## config.mk

```make
export PLATFORM = sky130hd
export DESIGN_NAME = stopwatch_core_n_flat
export DESIGN_NICKNAME = d
export VERILOG_FILES = /design/src/rtl/stopwatch_pkg.sv /design/src/rtl/stopwatch_core_n_if.sv /design/src/rtl/bcd_field_counter.sv /design/src/rtl/stopwatch_core_n.sv /design/src/flat_wrapper.sv
export SDC_FILE = /design/constraint.sdc
export NUM_CORES = 1
export LEC_CHECK = 0
export CAP_MARGIN = 20
export CORE_ASPECT_RATIO = 0.7
export CORE_UTILIZATION = 55
export CTS_CLUSTER_DIAMETER = 100
export DETAILED_ROUTE_END_ITERATION = 7
export PLACE_DENSITY = 0.76
export SLEW_MARGIN = 30
export SYNTH_ARGS = -nofsm -noshare
export SYNTH_HDL_FRONTEND = slang
export SYNTH_HIERARCHICAL = 1
export SYNTH_SLANG_ARGS = --single-unit
```

## constraint.sdc

```tcl
create_clock -name clk_100mhz -period 9.45 [get_ports clk_100mhz]
set_input_delay 0.945 -clock clk_100mhz [delete_from_list [all_inputs] [get_ports clk_100mhz]]
set_output_delay 0.945 -clock clk_100mhz [all_outputs]
set_load 0.1 [all_outputs]
```

## src/rtl/stopwatch_pkg.sv

```systemverilog
// Shared types and BCD field arithmetic for the stopwatch core.
package stopwatch_pkg;

  typedef logic [3:0] bcd_t;

  typedef struct packed {
    bcd_t tens;
    bcd_t ones;
  } field_t;

  // Result of a single field step: new value plus carry (inc) or borrow (dec).
  typedef struct packed {
    field_t value;
    logic   carry;
  } field_res_t;

  localparam int SEC_RADIX = 60;

  function automatic logic [6:0] field_to_bin(field_t f);
    return ({3'b000, f.tens} * 7'd10) + {3'b000, f.ones};
  endfunction

  function automatic field_t bin_to_field(logic [6:0] b);
    field_t f;
    f.tens = 4'(b / 7'd10);
    f.ones = 4'(b % 7'd10);
    return f;
  endfunction

  // Increment modulo (fmax+1); anything at or above fmax wraps so digits stay legal.
  function automatic field_res_t field_inc(field_t v, logic [6:0] fmax);
    field_res_t r;
    logic [6:0] b;
    b = field_to_bin(v);
    if (b >= fmax) begin
      r.value = '0;
      r.carry = 1'b1;
    end else begin
      r.value = bin_to_field(b + 7'd1);
      r.carry = 1'b0;
    end
    return r;
  endfunction

  // Decrement with borrow: 0 -> fmax.
  function automatic field_res_t field_dec(field_t v, logic [6:0] fmax);
    field_res_t r;
    logic [6:0] b;
    b = field_to_bin(v);
    if (b == 7'd0) begin
      r.value = bin_to_field(fmax);
      r.carry = 1'b1;
    end else if (b > fmax) begin
      r.value = bin_to_field(fmax);
      r.carry = 1'b0;
    end else begin
      r.value = bin_to_field(b - 7'd1);
      r.carry = 1'b0;
    end
    return r;
  endfunction

endpackage

```

## src/rtl/stopwatch_core_n_if.sv

```systemverilog
// Control/display bundle between the pulse sources, the core and the scan mux.
interface stopwatch_core_n_if #(
  parameter int NUM_FIELDS = 2
);
  localparam int SEL_W = (NUM_FIELDS > 1) ? $clog2(NUM_FIELDS) : 1;

  logic                    tick_cnt;
  logic                    tick_adj;
  logic                    pause_pulse;
  logic                    lap_pulse;
  logic                    clear_pulse;
  logic                    adj_en;
  logic [SEL_W-1:0]        adj_sel;
  logic                    mode_down;
  logic [8*NUM_FIELDS-1:0] digits;
  logic [8*NUM_FIELDS-1:0] lap_digits;
  logic                    lap_valid;
  logic                    running;
  logic                    expired;

  // Pulse/level source side.
  modport master (
    output tick_cnt, tick_adj, pause_pulse, lap_pulse, clear_pulse,
    output adj_en, adj_sel, mode_down,
    input  digits, lap_digits, lap_valid, running, expired
  );

  // Stopwatch core side.
  modport slave (
    input  tick_cnt, tick_adj, pause_pulse, lap_pulse, clear_pulse,
    input  adj_en, adj_sel, mode_down,
    output digits, lap_digits, lap_valid, running, expired
  );
endinterface

```

## src/rtl/bcd_field_counter.sv

```systemverilog
// One two-digit BCD field with count up/down, adjust step and clear.
module bcd_field_counter
  import stopwatch_pkg::*;
#(
  parameter int FIELD_MAX = 59
) (
  input  logic   clk_100mhz,
  input  logic   rst_n,
  input  logic   inc_i,
  input  logic   dec_i,
  input  logic   adj_inc_i,
  input  logic   clr_i,
  output field_t value_o,
  output logic   carry_o,
  output logic   borrow_o,
  output logic   at_max_o,
  output logic   at_zero_o
);
  localparam logic [6:0] MAX_B = 7'(FIELD_MAX);

  field_t     val_q, val_d;
  field_res_t up_r, dn_r;

  // Next value: clear wins, then adjust/count-up, then count-down.
  always_comb begin
    up_r  = field_inc(val_q, MAX_B);
    dn_r  = field_dec(val_q, MAX_B);
    val_d = val_q;
    if (clr_i)                  val_d = '0;
    else if (adj_inc_i || inc_i) val_d = up_r.value;
    else if (dec_i)             val_d = dn_r.value;
  end

  // Field value register.
  always_ff @(posedge clk_100mhz or negedge rst_n) begin
    if (!rst_n) val_q <= '0;
    else        val_q <= val_d;
  end

  assign value_o   = val_q;
  assign carry_o   = inc_i && up_r.carry;
  assign borrow_o  = dec_i && dn_r.carry;
  assign at_max_o  = (field_to_bin(val_q) >= MAX_B);
  assign at_zero_o = (val_q == '0);
endmodule

```

## src/rtl/stopwatch_core_n.sv

```systemverilog
// N-field BCD stopwatch / countdown timer with lap capture and field adjust.
module stopwatch_core_n
  import stopwatch_pkg::*;
#(
  parameter int NUM_FIELDS   = 2,
  parameter int TOP_MAX      = 99,
  parameter int SAT_UP       = 0,
  parameter int RUN_ON_RESET = 1
) (
  input logic               clk_100mhz,
  input logic               rst_n,
  stopwatch_core_n_if.slave bus
);
  localparam int   SEL_W   = (NUM_FIELDS > 1) ? $clog2(NUM_FIELDS) : 1;
  localparam logic RUN_RST = (RUN_ON_RESET != 0);
  localparam logic SAT_EN  = (SAT_UP != 0);

  field_t [NUM_FIELDS-1:0] val;
  logic   [NUM_FIELDS-1:0] at_max, at_zero, one_vec;

  logic count_en, up_tick, dn_tick, adj_go;
  logic all_max, all_zero, one_left;
  logic inc0, dec0, sat_hit, dn_expire;

  logic                    run_q, run_d;
  logic                    exp_q, exp_d;
  logic                    lapv_q, lapv_d;
  logic [8*NUM_FIELDS-1:0] lap_q, lap_d;

  // Counting needs the pre-toggle run flag; clear and adjust both mask it.
  assign count_en = bus.tick_cnt && run_q && !bus.adj_en && !bus.clear_pulse;
  assign up_tick  = count_en && !bus.mode_down;
  assign dn_tick  = count_en &&  bus.mode_down;
  assign adj_go   = bus.adj_en && bus.tick_adj && !bus.clear_pulse;

  assign all_max  = &at_max;
  assign all_zero = &at_zero;
  assign one_left = &one_vec;

  // Saturating up-count holds at all-max; down-count holds at zero.
  assign sat_hit   = up_tick && SAT_EN && all_max;
  assign inc0      = up_tick && !sat_hit;
  assign dec0      = dn_tick && !all_zero;
  assign dn_expire = dn_tick && (all_zero || one_left);

  for (genvar i = 0; i < NUM_FIELDS; i++) begin : g_field
    localparam int FMAX = (i == NUM_FIELDS - 1) ? TOP_MAX : SEC_RADIX - 1;
    logic inc, dec, adj, cy, bw;

    assign adj = adj_go && (bus.adj_sel == SEL_W'(i));

    if (i == 0) begin : g_lsb
      assign inc        = inc0;
      assign dec        = dec0;
      assign one_vec[i] = (val[i] == field_t'(8'h01));
    end else begin : g_chain
      assign inc        = g_field[i-1].cy;
      assign dec        = g_field[i-1].bw;
      assign one_vec[i] = at_zero[i];
    end

    bcd_field_counter #(.FIELD_MAX(FMAX)) u_fld (
      .clk_100mhz (clk_100mhz),
      .rst_n      (rst_n),
      .inc_i      (inc),
      .dec_i      (dec),
      .adj_inc_i  (adj),
      .clr_i      (bus.clear_pulse),
      .value_o    (val[i]),
      .carry_o    (cy),
      .borrow_o   (bw),
      .at_max_o   (at_max[i]),
      .at_zero_o  (at_zero[i])
    );
  end

  // Carry/borrow out of the top field has nowhere to go (wrap is implicit).
  logic unused_chain;
  assign unused_chain = g_field[NUM_FIELDS-1].cy ^ g_field[NUM_FIELDS-1].bw;

  // Run flag, sticky expiry and lap register next-state.
  always_comb begin
    run_d  = run_q;
    exp_d  = exp_q;
    lap_d  = lap_q;
    lapv_d = lapv_q;
    if (bus.clear_pulse) begin
      run_d  = RUN_RST;
      exp_d  = 1'b0;
      lap_d  = '0;
      lapv_d = 1'b0;
    end else begin
      if (bus.pause_pulse) run_d = !run_q;
      if (bus.lap_pulse) begin
        lap_d  = val;
        lapv_d = 1'b1;
      end
      // Expiry stops the clock even if a pause toggled it this cycle.
      if (sat_hit || dn_expire) begin
        exp_d = 1'b1;
        run_d = 1'b0;
      end
    end
  end

  // Control registers.
  always_ff @(posedge clk_100mhz or negedge rst_n) begin
    if (!rst_n) begin
      run_q  <= RUN_RST;
      exp_q  <= 1'b0;
      lap_q  <= '0;
      lapv_q <= 1'b0;
    end else begin
      run_q  <= run_d;
      exp_q  <= exp_d;
      lap_q  <= lap_d;
      lapv_q <= lapv_d;
    end
  end

  assign bus.digits     = val;
  assign bus.lap_digits = lap_q;
  assign bus.lap_valid  = lapv_q;
  assign bus.running    = run_q;
  assign bus.expired    = exp_q;
endmodule

```

## src/flat_wrapper.sv

```systemverilog
// flat-port wrapper written by rule: the top's interface ports become plain ports
module stopwatch_core_n_flat import stopwatch_pkg::*;
#(
  parameter int NUM_FIELDS   = 2,
  parameter int TOP_MAX      = 99,
  parameter int SAT_UP       = 0,
  parameter int RUN_ON_RESET = 1
)
  (clk_100mhz, rst_n, bus_tick_cnt, bus_tick_adj, bus_pause_pulse, bus_lap_pulse, bus_clear_pulse, bus_adj_en, bus_adj_sel, bus_mode_down, bus_digits, bus_lap_digits, bus_lap_valid, bus_running, bus_expired);
  stopwatch_core_n_if #(.NUM_FIELDS(NUM_FIELDS)) bus_i ();
  input logic clk_100mhz;
  input logic rst_n;
  input wire logic [$bits(bus_i.tick_cnt)-1:0] bus_tick_cnt;
  input wire logic [$bits(bus_i.tick_adj)-1:0] bus_tick_adj;
  input wire logic [$bits(bus_i.pause_pulse)-1:0] bus_pause_pulse;
  input wire logic [$bits(bus_i.lap_pulse)-1:0] bus_lap_pulse;
  input wire logic [$bits(bus_i.clear_pulse)-1:0] bus_clear_pulse;
  input wire logic [$bits(bus_i.adj_en)-1:0] bus_adj_en;
  input wire logic [$bits(bus_i.adj_sel)-1:0] bus_adj_sel;
  input wire logic [$bits(bus_i.mode_down)-1:0] bus_mode_down;
  output wire logic [$bits(bus_i.digits)-1:0] bus_digits;
  output wire logic [$bits(bus_i.lap_digits)-1:0] bus_lap_digits;
  output wire logic [$bits(bus_i.lap_valid)-1:0] bus_lap_valid;
  output wire logic [$bits(bus_i.running)-1:0] bus_running;
  output wire logic [$bits(bus_i.expired)-1:0] bus_expired;
  assign bus_i.tick_cnt = bus_tick_cnt;
  assign bus_i.tick_adj = bus_tick_adj;
  assign bus_i.pause_pulse = bus_pause_pulse;
  assign bus_i.lap_pulse = bus_lap_pulse;
  assign bus_i.clear_pulse = bus_clear_pulse;
  assign bus_i.adj_en = bus_adj_en;
  assign bus_i.adj_sel = bus_adj_sel;
  assign bus_i.mode_down = bus_mode_down;
  assign bus_digits = bus_i.digits;
  assign bus_lap_digits = bus_i.lap_digits;
  assign bus_lap_valid = bus_i.lap_valid;
  assign bus_running = bus_i.running;
  assign bus_expired = bus_i.expired;
  stopwatch_core_n #(.NUM_FIELDS(NUM_FIELDS), .TOP_MAX(TOP_MAX), .SAT_UP(SAT_UP), .RUN_ON_RESET(RUN_ON_RESET)) u_core (.clk_100mhz(clk_100mhz), .rst_n(rst_n), .bus(bus_i));
endmodule
```

## Word level (Yosys, flattened, before mapping)

Cells that the tools add are included.

| word-level totals | value |
|---|---|
| output and inout bits | 35 |
| input bits | 10 |
| register bits after elaboration | 35 |

| operators by class | value |
|---|---|
| mux-type cells | 21 |
| $lt $le $gt $ge | 4 |
| divide/modulo/power cells | 8 |
| add/subtract/negate cells | 6 |
| multiply operators | 2 |
| equal/unequal tests | 1 |
| bitwise logic cells | 1 |
| reduce and logical (&&, ||, !) cells | 32 |

Operator list:

| operator | count |
|---|---|
| 2-to-1 mux 9 bit | 6 |
| 2-to-1 mux 8 bit | 6 |
| 2-to-1 mux 16 bit | 2 |
| divider 7 x 4 -> 7 bit, second input constant | 4 |
| modulo 7 x 4 -> 7 bit, second input constant | 4 |
| zero test 8 bit | 2 |
| adder 7 x 1 -> 7 bit, second input constant | 2 |
| adder 7 x 4 -> 7 bit | 2 |
| zero test 7 bit | 2 |
| subtractor 7 x 1 -> 7 bit, second input constant | 2 |
| logical AND 1 bit | 13 |
| multiplier 4 x 3 -> 6 bit, second input constant | 2 |
| nonzero test 3 bit | 3 |
| equality test 8 x 1 -> 1 bit, second input constant | 1 |
| >= comparator 7 x 6 -> 1 bit, second input constant | 1 |
| >= comparator 7 bit, second input constant | 1 |
| greater-than comparator 7 x 6 -> 1 bit, second input constant | 1 |
| greater-than comparator 7 bit, second input constant | 1 |
| 2-to-1 mux 1 bit | 7 |
| zero test 1 bit | 5 |
| AND reduction 2 bit | 2 |
| nonzero test 2 bit | 2 |
| logical OR 1 bit | 3 |
| inverter 1 bit | 1 |

## Longest topological paths before layout

Gate-level depths: netlist (run 1).

| depth | value |
|---|---|
| word-level depth | 10 |
| mapped depth | 21 |
| depth with buffers taken out | 20 |

## Hierarchy

Netlist (run 1), hierarchy kept.

By module, submodules not included:

| module | area each (um^2) | seq. area each (um^2) | times used | cells an instance |
|---|---|---|---|---|
| bcd_field_counter at u_core.g_field[0].u_fld | 2,337.2 | 200.2 | 1 | 283 |
| bcd_field_counter at u_core.g_field[1].u_fld | 2,163.3 | 200.2 | 1 | 294 |
| stopwatch_core_n | 842.1 | 476.7 | 1 | 75 |

## Worst setup path after synthesis (run 1)

No wires, ideal clock.

| timing path | value |
|---|---|
| path kind | register to register |
| start point | register u_core.g_field[1].u_fld.val_q, in the netlist u_core/g_field[1].u_fld/value_o[7] |
| end point | register u_core.g_field[1].u_fld.val_q, in the netlist u_core/g_field[1].u_fld/value_o[2] |
| stages on the path, launching flop included | 20 |
| path slack | 4.237 ns |
| path buffers | 2 |
| arrival time | 5.087 ns |
| data required time | 9.324 ns |
| path through | dfrtp_1 ha_1 ha_1 fa_1 a21bo_2 o22ai_1 nor4_1 or3_1 buf_2 a21oi_1 nor2_1 a311oi_1 ha_1 clkbuf_1 nor3_1 a21oi_1 o21ai_1 nor4_4 mux2i_1 a221o_1 |

| on the way | value |
|---|---|
| longest elaborated chain between the ends | 9 |
| elaborated cells between the ends (all ways) | 21 |
| those cells by class | add/sub (3); mul (1); div (2); order compare (2); mux (6); reduce/logical (7) |

Ends and longest elaborated chain:

| element | RTL line | RTL |
|---|---|---|
| start, declared | bcd_field_counter.sv:21 | `field_t val_q, val_d;` |
| start signal, assigned | bcd_field_counter.sv:37 | `else val_q <= val_d;` |
| multiplier 4 x 3 -> 6 bit | stopwatch_pkg.sv:20 | `return ({3'b000, f.tens} * 7'd10) + {3'b000, f.ones};` |
| adder 7 x 4 -> 7 bit | - |  |
| subtractor 7 x 1 -> 7 bit | stopwatch_pkg.sv:57 | `r.value = bin_to_field(b - 7'd1);` |
| modulo 7 x 4 -> 7 bit | stopwatch_pkg.sv:26 | `f.ones = 4'(b % 7'd10);` |
| 2-to-1 mux 9 bit | stopwatch_pkg.sv:53 | `end else if (b > fmax) begin` |
| 2-to-1 mux 9 bit | stopwatch_pkg.sv:50 | `if (b == 7'd0) begin` |
| 2-to-1 mux 8 bit | bcd_field_counter.sv:31 | `else if (dec_i) val_d = dn_r.value;` |
| 2-to-1 mux 8 bit | bcd_field_counter.sv:30 | `else if (adj_inc_i \|\| inc_i) val_d = up_r.value;` |
| 2-to-1 mux 8 bit | bcd_field_counter.sv:29 | `if (clr_i) val_d = '0;` |

Parallel ways exist; a longest one is shown, timed or not. The select of a mux whose other input is x is not followed.
A chain may end at the register's enable or synchronous reset.

## Worst setup path in the final report (run 1)

Same ends and word-level chain as after synthesis.

==> results.cfg, run 1 <==
[outcome]
result_of_the_run = finished, final reports clean

[setup_path]
worst_path_buffer_plus_inverter_count = 1
worst-endpoint-required_ns = 9.60
crit_path_max_fanout = 21
reg2reg_to = u_core/g_field[1].u_fld/value_o[2]
cp-start-kind = flop
worst_path_most_repeated_cell = sky130_fd_sc_hd__ha_1
timing.setup.critical_path_class = reg -> reg
timing.rr.start = u_core/g_field[1].u_fld/value_o[7]
r2r_cells = 18
path_cells = ha_1 > ha_1 > fa_1 > a21bo_2 > o22ai_1 > buf_4 > nor4_1 > or3_1 > a21oi_1 > nor2_1 > a311oi_1 > ha_1 > nor3_1 > a21oi_1 > o21ai_1 > nor4_4 > mux2i_1 > a221o_1
critPathCaptureType = flop
setup.reg_to_reg.worst_slack_ns = 4.12
critPathTopFamily = compound AO/OA/AOI/OAI gates
cpPeakStageDelay_ns = 0.62
crit_arrival_ns = 5.49
timing.critical_path.slowest_stage_cell = sky130_fd_sc_hd__fa_1

[routing]
final_antenna_net_count = 0
avgRoutedWirePerCell_microns = 19.29
routed_wirelength_microns = 15360
vias = 5472
drt-initial-drc-count = 707
drt-pass1-iter-count = 6
viasPerCell = 6.874
route.detailed.drc = 0

[placement]
place_hpwl_microns = 11710
place.detailed.instances = 788
gp_routability_congestion = 0.9934
placement.io_buffers = 44
dp_worst_setup_slack_ns = 4.224

[timing]
max_freq_ghz = 0.1875
tightest_slew_ns = 0.9840
period_share = 0.5645
finalCriticalPeriod_ns = 5.334
setup_tns_ns = 0
finalClockSkew_ns = 0.002158
slew-limit-headroom = 0.3420
fin_ws_ns = 4.116
grt_setup_unrepaired = no
slew_violations = 0
finalSetupViolCount = 0
final_hold_viol_count = 0

[min_path]
min_path_type = reg -> reg
min_from = u_core/bus.lap_valid
min_delay_path_depth = 2
whs_endpoint = u_core/bus.lap_valid

[pwr]
leakagePower_nw = 2.335
ir_worst_vdd_mv = 0.2162
cellPowerDensity_mw_per_mm2 = 345.8
power.total_mw = 2.049

[yosys]
post_synth_inst_count = 650
synth_nets = 689
synth_area_per_cell_sq_um = 8.200
yosysWarningCount = 6
post_synth_instance_area_sq_mm = 0.005330

[floorplanning]
die_w_microns = 119.7
fp.dieArea_sq_mm = 0.01010
core_rows = 29
initial_utilization = 0.5783
die_h_microns = 84.37
num_io_pins = 45
core_area_sq_mm = 0.009216

[clock_tree]
cts-root-to-sink-buffers = 2
cts_hold_buffers = 0
cts.htree.levels = 2
cts_root_buf = sky130_fd_sc_hd__clkbuf_16
cts.reportedPaths.clkPinSlew_ns = 0.05
insertion_delay_ns = 0.27
cts_tree = built
post_cts.resized_instances = 0
cts_setup_buffers = 0
cts_buffers = 5
cts_num_sinks = 35

[cells_and_area]
mostFrequentLayoutCells = sky130_fd_sc_hd__nor2_1 (64), sky130_fd_sc_hd__nand2_1 (49), sky130_fd_sc_hd__clkdlybuf4s50_1 (43)
layout.nets = 710
stdcell_count = 796
layout_commonest_cell = sky130_fd_sc_hd__nor2_1
combined_flip_flop_and_latch_cell_area_sq_um = 877.1
fin_util = 0.6428
filler_cell_count = 775
n_antenna_cell = 0
flow.area_growth_from_synthesis_pct = 11.15
fraction_of_layout_cells_with_a_size_suffix_above_1 = 0.1131
total_area_of_multi_input_combinational_cells_sq_mm = 0.004219

[grt]
grt_util_met2 = 0.4225
grt_max_degree = 36
antenna_found_initial = 0
grt.total_usage = 0.3100
wire_length_of_the_first_global_routing_pass_microns = 25430
via_count_of_the_first_global_routing_pass = 4911
global_route.usage.met3 = 0.08084
globalRouteMet1Util = 0.4853
busiest_layer = met1
grt.overflow.total = 0

[run]
maxCapViolations = 0
-- metal layers --
metal,vias up,wire length [microns],part of all wire
li1,2534,-,-
met1,2588,7383,0.48
met2,339,6044,0.39
met3,11,1833,0.12
met4,0,95,0.0062
met5,-,0,0
-- tightest hold or removal path: cells and delay by family (launching register included) --
| family | cells | cell delay [ns] |
|---|---|---|
| flops | 1 | 0.35 |
| simple gates | 2 | 0.12 |
-- final cells by class --
type / count / area share
clock inverters: 3 / 0.002534
inverters: 16 / 0.01014
well taps: 124 / 0.02619
flip-flops and latches: 35 / 0.1480
clock buffers: 5 / 0.02112
multi-input cells: 564 / 0.7121
repair buffers: 49 / 0.07983
-- metrics by stage --
| step | hold WS (ns) | instance area (sq um) |
|---|---|---|
| final | 0.5046 | 5924 |
| after global routing | 0.5442 | 5924 |
| after CTS | 0.5049 | 5923 |
| after detailed placement | 0.4926 | 5783 |
| after global placement | 0.4788 | 5783 |
| after floorplan | 0.6494 | 5330 |
-- power breakdown --
group / switching (mW) / total [mW] / internal [mW]
Sequential: 0.0367 / 0.209 / 0.172
Clock: 0.0567 / 0.153 / 0.0959
Combinational: 1.10 / 1.69 / 0.587
Total: 1.19 / 2.05 / 0.855
-- flip-flops by register name, summed over array words and instances, names as in the netlist --
register                      count
u_core/bus.running                1
u_core/bus.lap_digits            16
u_core/bus.lap_valid              1
u_core/bus.expired                1
u_core/g_field.u_fld/value_o     16
-- worst max-delay path by stage --
stage | start | endpoint | cells past startpoint
final | u_core/g_field[1].u_fld/value_o[7] | u_core/g_field[1].u_fld/value_o[2] | 18
after global routing | u_core/g_field[1].u_fld/value_o[7] | u_core/g_field[1].u_fld/value_o[1] | 17
after floorplan | u_core/g_field[1].u_fld/value_o[7] | u_core/g_field[1].u_fld/value_o[2] | 19
after global placement | u_core/g_field[1].u_fld/value_o[7] | u_core/g_field[1].u_fld/value_o[2] | 18
after detailed placement | u_core/g_field[1].u_fld/value_o[7] | u_core/g_field[1].u_fld/value_o[2] | 18
after CTS | u_core/g_field[1].u_fld/value_o[7] | u_core/g_field[1].u_fld/value_o[2] | 18
Power figures use the tool's default switching activity.
==> run 2: changes to the inputs <==
Settings changed: PLACE_DENSITY 0.76 to 0.79.
Clock period 9.45 ns to 4.74 ns, I/O delays scaled along.
==> results.cfg, run 2 (synthesis results as in run 1) <==
[outcome]
result_of_the_run = finished, final reports clean

[pwr]
power.total_mw = 5.128
leakagePower_nw = 2.851
ir_worst_vdd_mv = 0.6140
cellPowerDensity_mw_per_mm2 = 731.4

[min_path]
min_path_type = reg -> reg
min_from = u_core/bus.lap_valid
whs_endpoint = u_core/bus.lap_valid
min_delay_path_depth = 2

[clock_tree]
cts.htree.levels = 2
cts.reportedPaths.clkPinSlew_ns = 0.05
cts_num_sinks = 35
cts_buffers = 5
cts-root-to-sink-buffers = 2
cts_tree = built
cts_hold_buffers = 0
insertion_delay_ns = 0.28
cts_root_buf = sky130_fd_sc_hd__clkbuf_16

[routing]
viasPerCell = 6.904
route.detailed.drc = 0
vias = 6200
drt-initial-drc-count = 827
drt-pass1-iter-count = 6
final_antenna_net_count = 0
routed_wirelength_microns = 19250
avgRoutedWirePerCell_microns = 21.43

[setup_path]
setup.reg_to_reg.worst_slack_ns = 0.05
critPathCaptureType = flop
timing.critical_path.slowest_stage_cell = sky130_fd_sc_hd__fa_2
timing.setup.critical_path_class = reg -> reg
reg2reg_to = u_core/g_field[1].u_fld/value_o[1]
cpPeakStageDelay_ns = 0.61
worst_path_most_repeated_cell = sky130_fd_sc_hd__ha_4
r2r_cells = 19
crit_arrival_ns = 4.85
timing.rr.start = u_core/g_field[1].u_fld/value_o[7]
cp-start-kind = flop
crit_path_max_fanout = 6
path_cells = ha_4 > ha_4 > fa_2 > a21bo_4 > o22ai_2 > buf_4 > buf_6 > nor4b_1 > a211oi_1 > a211oi_2 > a31o_1 > a21oi_2 > xnor2_1 > ha_2 > nand2b_4 > o2111ai_4 > a32oi_4 > mux2_4 > a221o_1
worst-endpoint-required_ns = 4.90

[floorplanning]
fp.dieArea_sq_mm = 0.01010
num_io_pins = 45
initial_utilization = 0.5783
core_rows = 29
die_h_microns = 84.37
die_w_microns = 119.7
core_area_sq_mm = 0.009216

[placement]
place_hpwl_microns = 13620
placement.io_buffers = 44
dp_worst_setup_slack_ns = -0.1583
place.detailed.instances = 870
gp_routability_congestion = 1.136

[timing]
slew_violations = 0
period_share = 0.9896
fin_ws_ns = 0.04924
max_freq_ghz = 0.2132
grt_setup_unrepaired = yes
slew-limit-headroom = 0.3276
tightest_slew_ns = 1.006
finalCriticalPeriod_ns = 4.691
finalSetupViolCount = 0
finalClockSkew_ns = 0.002781
final_hold_viol_count = 0

[grt]
grt_max_degree = 36
via_count_of_the_first_global_routing_pass = 5521
grt.total_usage = 0.3615
antenna_found_initial = 0
wire_length_of_the_first_global_routing_pass_microns = 29230
grt.overflow.total = 0

[cells_and_area]
layout_commonest_cell = sky130_fd_sc_hd__buf_4
fraction_of_layout_cells_with_a_size_suffix_above_1 = 0.2829
mostFrequentLayoutCells = sky130_fd_sc_hd__buf_4 (102), sky130_fd_sc_hd__nor2_1 (62), sky130_fd_sc_hd__nand2_1 (48)
layout.nets = 812
n_antenna_cell = 0
stdcell_count = 898
flow.area_growth_from_synthesis_pct = 31.55

[run]
maxCapViolations = 0
## run 2: cell types whose count changed in the layout (fill, tap and decap cells not counted), sizes merged
cell and delta:
buf +100, bufinv +1, clkbuf +1, clkdlybuf4s50 +1, clkinv -2, nor2 +1
## run 2: per-stage QoR
step                        util  TNS, ns  instance area (sq um)  hold WS [ns]
after floorplan                -        0                   5350        0.1784
after global placement    0.6963        0                   6417        0.4751
after detailed placement  0.6963  -0.2328                   6417        0.4919
after CTS                 0.7212        0                   6646        0.5083
after global routing      0.7608  -0.4613                   7012        0.5266
final                     0.7608        0                   7012        0.5068
## run 2: layout make-up
cell class | count | area, sq um
clock buffer | 6 | 138.9
multi-input combinational | 565 | 4467
sequential | 35 | 895.9
fill | 631 | 2205
timing repair buffer | 150 | 1260
clock inverter | 2 | 35.03
tap | 124 | 155.1
inverter | 16 | 60.06
## run 2: power by group
group | switching, mW | internal, mW | total [mW]
combinational | 2.62 | 1.74 | 4.35
sequential | 0.0441 | 0.348 | 0.392
clock | 0.120 | 0.261 | 0.382
total | 2.78 | 2.35 | 5.13
## run 2: how the worst max path moves through the flow
stage,startpoint,to,depth (start not counted)
5_1_grt,u_core/g_field[1].u_fld/value_o[7],u_core/g_field[1].u_fld/value_o[1],16
3_5_place_dp,u_core/g_field[1].u_fld/value_o[5],u_core/g_field[1].u_fld/value_o[1],17
6_report,u_core/g_field[1].u_fld/value_o[7],u_core/g_field[1].u_fld/value_o[1],19
4_1_cts,u_core/g_field[1].u_fld/value_o[5],u_core/g_field[1].u_fld/value_o[1],18
2_1_floorplan,u_core/g_field[1].u_fld/value_o[5],u_core/g_field[1].u_fld/value_o[1],18
3_3_place_gp,u_core/g_field[1].u_fld/value_o[5],u_core/g_field[1].u_fld/value_o[1],17
## run 2: timing repair
action | 4_1_cts | 5_1_grt
pin swaps | 4 | 25
endpoints found under the setup margin | 2 | 7
gates cloned | 0 | 1
resized for setup | 9 | 38
buffers inserted | 2 | 17
## run 2: critical path: cells and delay by family (launching register included)
kind	cells	cell delay [ns]
fa+ha+maj	4	1.27
buf+inv	2	0.31
compound gates	9	1.93
xor+xnor	1	0.10
mux	1	0.32
simple gates	2	0.14
flops	1	0.49
## run 2: routing by layer
layer / routed length, microns / track usage / up-vias
met2: 8228 / 0.5281 / 412
met1: 8508 / 0.5367 / 2994
met5: 0 / 0 / -
met4: 277 / 0.06364 / 0
met3: 2233 / 0.09307 / 49
li1: - / - / 2745
==> run 3: changes to the inputs <==
Settings changed: CTS_CLUSTER_DIAMETER 100 to default.
==> results of run 3 <==
No change in the layout: final DEF, timing and power equal those of run 2.
